`config.mk`:
```
export PLATFORM = sky130hd
export DESIGN_NAME = mem_lsu
export DESIGN_NICKNAME = d
export VERILOG_FILES = /design/src/rtl/mem_lsu.sv
export SDC_FILE = /design/constraint.sdc
export NUM_CORES = 1
export LEC_CHECK = 0
export CORE_UTILIZATION = 25
export CTS_BUF_LIST = sky130_fd_sc_hd__clkbuf_8
export CTS_CLUSTER_DIAMETER = 120
export CTS_CLUSTER_SIZE = 16
export DETAILED_ROUTE_END_ITERATION = 8
export PLACE_DENSITY_LB_ADDON = 0.2
export SETUP_SLACK_MARGIN = 0.2
export SYNTH_ARGS = -nofsm -noshare
export SYNTH_HDL_FRONTEND = slang
export SYNTH_SLANG_ARGS = --single-unit
```
`constraint.sdc`:
```
create_clock -name clk -period 4.8 [get_ports clk]
set_clock_uncertainty 0.2 [all_clocks]
set_input_delay 0.48 -clock clk [delete_from_list [all_inputs] [get_ports clk]]
set_output_delay 0.48 -clock clk [all_outputs]
set_load 0.02 [all_outputs]
```
`src/rtl/mem_lsu.sv`:
```
// mem_lsu: load/store unit driving a single-cycle word memory; sub-word stores use read-modify-write.
// Optional MISALIGN_TRAP_EN: misaligned half/word requests complete with resp_fault and no memory access.
module mem_lsu #(
  parameter int AW = 16
) (
  input  logic        clk,
  input  logic        rst,
  input  logic        req_valid,
  output logic        req_ready,
  input  logic        req_we,
  input  logic [1:0]  req_size,
  input  logic        req_unsigned,
  input  logic [31:0] req_addr,
  input  logic [31:0] req_wdata,
  output logic        resp_valid,
  output logic [31:0] resp_rdata,
  output logic        resp_fault,
  output logic        mem_enable,
  output logic        mem_read,
  output logic [31:0] mem_addr,
  output logic [31:0] mem_wdata,
  input  logic [31:0] mem_rdata
);
  typedef enum logic [2:0] {IDLE, RD, CAP, WR, FLT} state_t;
  state_t state, nxt;
  logic we_r, uns_r, acc, mis;
  logic [1:0] sz_r, lane_r;
  logic [15:0] wd_r, hsel;
  logic [7:0] bsel;
  logic [31:0] ext, merged;
  logic resp_valid_d, resp_fault_d, mem_enable_d, mem_read_d;
  logic [31:0] resp_rdata_d, mem_addr_d, mem_wdata_d;

  assign req_ready = state == IDLE;
  assign acc = req_valid && req_ready;
`ifdef MISALIGN_TRAP_EN
  assign mis = (req_size == 2'b01 && req_addr[0]) || (req_size[1] && req_addr[1:0] != 2'b00);
`else
  assign mis = 1'b0;
`endif

  always_ff @(posedge clk) begin
    if (rst) begin
      state      <= IDLE;
      we_r       <= 1'b0;
      uns_r      <= 1'b0;
      sz_r       <= 2'b00;
      lane_r     <= 2'b00;
      wd_r       <= 16'h0;
      resp_valid <= 1'b0;
      resp_fault <= 1'b0;
      resp_rdata <= 32'h0;
      mem_enable <= 1'b0;
      mem_read   <= 1'b0;
      mem_addr   <= 32'h0;
      mem_wdata  <= 32'h0;
    end else begin
      state      <= nxt;
      resp_valid <= resp_valid_d;
      resp_fault <= resp_fault_d;
      resp_rdata <= resp_rdata_d;
      mem_enable <= mem_enable_d;
      mem_read   <= mem_read_d;
      mem_addr   <= mem_addr_d;
      mem_wdata  <= mem_wdata_d;
      if (acc) begin
        we_r   <= req_we;
        uns_r  <= req_unsigned;
        sz_r   <= req_size;
        lane_r <= req_addr[1:0];
        wd_r   <= req_wdata[15:0];
      end
    end
  end

  // Word stores skip the read; only byte/half stores pass through CAP on their way to WR.
  always_comb begin
    nxt = state == IDLE ? (!acc ? IDLE : mis ? FLT : (req_we && req_size[1]) ? WR : RD)
        : state == RD   ? CAP
        : state == CAP  ? (we_r ? WR : IDLE)
        : IDLE;
  end

  always_comb begin
    bsel   = mem_rdata[{lane_r, 3'b000} +: 8];
    hsel   = mem_rdata[{lane_r[1], 4'b0000} +: 16];
    ext    = sz_r[1] ? mem_rdata
           : sz_r[0] ? {{16{!uns_r && hsel[15]}}, hsel}
           : {{24{!uns_r && bsel[7]}}, bsel};
    merged = mem_rdata;
    if (sz_r[0]) merged[{lane_r[1], 4'b0000} +: 16] = wd_r;
    else merged[{lane_r, 3'b000} +: 8] = wd_r[7:0];
    mem_enable_d = nxt == RD || nxt == WR;
    mem_read_d   = nxt == RD;
    mem_addr_d   = acc ? {{(32-AW){1'b0}}, req_addr[AW+1:2]} : mem_addr;
    mem_wdata_d  = acc ? req_wdata : state == CAP ? merged : mem_wdata;
    resp_valid_d = (state == CAP && !we_r) || state == WR || state == FLT;
    resp_fault_d = state == FLT;
    resp_rdata_d = (state == CAP && !we_r) ? ext : 32'h0;
  end
endmodule

```
==> impl_metrics.ini <==
[run_status]
status = finished clean

[clocking]
cts-resized-gates = 0
path_clk_slew_ps = 100
cts_made_buffers = 9
cts_max_path_buffers = 2
cts_tree = yes
clock_latency_ps = 400
hold_buffers = 0
post-cts-setup-buffer-count = 0
cts_num_sinks = 106
cts_root_buffer = clkbuf_8
htreeDepth = 3

[setup_path]
cp-end-kind = flop
timing.rr.start = lane_r[1]$_SDFFE_PP0P_
cp.arrival_ps = 2840
cp-start-kind = primary input
path_class = primary input to flop
crit_required_ps = 4920
cp_max_fo = 26
worstSetupStartpoint = req_valid

[global_route]
grt_max_degree = 74
grt_overflow = 0
antenna_found_initial = 3
grt_pass1_vias = 5010
grt_first_pass_wirelength_um = 30100
grt_usage_pct = 17.8

[synth]
synth_warnings = 0
netlist_instances = 680
synth_area_mm2 = 0.00552
synth_area_leaders = dfxtp_1 (38%), a21oi_1 (11%), nand2_1 (7.7%)
yosysTopAreaCellShare_pct = 38.4
synth-async-reset-ratio_pct = 0
yosys.cell_types.count = 46
ys.flop_type = dfxtp_1
yosys.area.top_type = dfxtp_1
ys_ff_latch = 106
synth_edf_count = 0
yosysSeqAreaShare_pct = 38.4
syn-mean-instance-area_um2 = 8.12

[detailed_routing]
wl_um = 20300
dr.first_iter.drc_count = 408
drc = 0
wire_per_inst_um = 18.5
viasPerCell = 4.85
num_vias = 5342
ant_nets = 0
drt_pass1_iterations = 5

[timing]
finalSetupViolCount = 0
min_period_over_period_pct = 56.7
worstMarginPinSlew_ps = 1090
setup_tns_ps = 0
final.min_clock_period_ps = 2720
drv_slew = 0
timing.slew.headroom_pct = 26.9
final_hold_viol_count = 0
max_freq_ghz = 0.368
rsz0062_at_grt = no

[finish]
finish.instance_area_mm2 = 0.00752
fin_util_pct = 34.6
drive_gt1_share_pct = 8.90
nets = 923
area.growth.synth_to_final_pct = 36.1

[floorplan]
rows = 54
io_pins = 204
start_util_pct = 25.4
die_w_um = 151
core-area_mm2 = 0.0218
die_area_mm2 = 0.0227
fp.dieH_um = 151

[hold_path]
worstHoldPathType = primary input to flop
min_from = rst

[placement]
io_buffers = 172
placed_cell_area_mm2 = 0.00734
dp_hpwl_um = 14400
place.gp.congestion = 0.796

[power_and_ir_drop]
p_leak_nw = 2.70
powerDensity_mw_per_mm2 = 287
total_power_mw = 2.16
vdd_drop_max_v = 0.000119

[job]
drv_cap = 0
final timing paths:
path / endpoint / slack, ps / cells after the start
min reg2reg: mem_addr[14]$_SDFFE_PP0P_ / 260 / 2
max reg2reg: mem_wdata[10]$_SDFFE_PP0P_ / 2140 / 6
max: uns_r$_SDFFE_PP0P_ / 2080 / 7
min: resp_valid$_SDFF_PP0_ / 210 / 3
through the flow:
| stage | setup WS (ps) | hold WS, ps | instances |
|---|---|---|---|
| 5_1_grt | 1830 | 244 | 1100 |
| 3_5_place_dp | 1610 | 247 | 1084 |
| 2_1_floorplan | 2660 | 245 | 696 |
| 6_report | 2080 | 212 | 1101 |
| 3_3_place_gp | 1650 | 242 | 1084 |
| 4_1_cts | 2040 | 187 | 1100 |
cells in the mapped netlist (all sizes together) (3+ instances only):
library cell,number
a21oi,119
nand2,114
dfxtp,106
buf,46
nor2,39
clkbuf,29
nor3,28
inv,23
mux2,22
mux2i,21
o22ai,15
a221o,14
nor2b,13
a32oi,9
o21ai,9
o21bai,9
o32ai,9
a211o,7
a221oi,7
o221a,7
a211oi,6
ha,5
nand2b,4
and2,3
logic make-up (layout without fill, tap and decap cells):
group                    after synthesis  in the layout  share of synthesized area, %
other                                  1             18                        0.0679
flip-flops                           106            106                          38.4
multiplexers                          44             44                          8.77
AO/OA/AOI/OAI                        218            218                          26.3
AND/OR/NAND/NOR                      208            208                          16.4
buffers and inverters                 98            222                          8.95
adder cells (fa/ha/maj)                5              5                          1.13
layout by cell type, fill, tap and decap left out, types with 2 or more instances in the layout:
cell type,Yosys,routed
o221a_2,7,7
ha_1,5,5
o21bai_1,9,9
dfxtp_1,106,105
a311oi_1,2,2
o32ai_1,9,9
a211o_1,7,7
a221oi_2,2,2
nand2_1,114,113
nor2b_1,13,13
o21ai_0,9,9
mux2_2,22,22
inv_6,0,3
conb_1,1,17
inv_1,23,24
nor2_4,1,2
a21oi_1,119,119
clkbuf_8,0,9
o22ai_1,15,15
clkdlybuf4s50_1,0,171
mux2i_1,21,21
a221oi_1,5,5
a32oi_1,9,9
a311o_1,2,2
nand2b_1,4,4
nor2_1,38,37
a211oi_2,6,6
buf_4,23,11
a221o_1,13,13
nor3_1,28,27
power breakdown:
part / internal, mW / switching, mW / leakage [nW]
Clock: 0.193 / 0.343 / 0.0918
Combinational: 0.280 / 0.347 / 1.74
Sequential: 0.942 / 0.0534 / 0.870
worst max-delay path, stage by stage:
cell	delay (ps)
clkdlybuf4s50_1	580
buf_4	290
nand2b_1	310
nor2_4	600
buf_4	360
nand2_1	80
a21oi_1	110
registers in the layout, summed over array words and instances, names as in the netlist:
register    count
mem_wdata      32
resp_rdata     32
mem_addr       16
wd_r           16
lane_r          2
state           2
sz_r            2
mem_read        1
resp_valid      1
uns_r           1
we_r            1
area by class of cell:
cell class | instances | area [um^2]
fillers | 2348 | 14200
inverters | 23 | 86.3
repair buffers | 183 | 1800
clock inverters | 7 | 51.3
diodes | 1 | 2.50
flip-flops and latches | 106 | 2120
multi-input cells | 492 | 2980
well taps | 280 | 350
clock buffers | 9 | 124
per-layer routing:
layer	track usage [%]	part of all wire, %
met1	24.0	47
met2	27.7	45
met3	3.85	6.1
met4	6.30	1.7
met5	0	0.044
No activity file was read; power rests on OpenSTA's default activity.
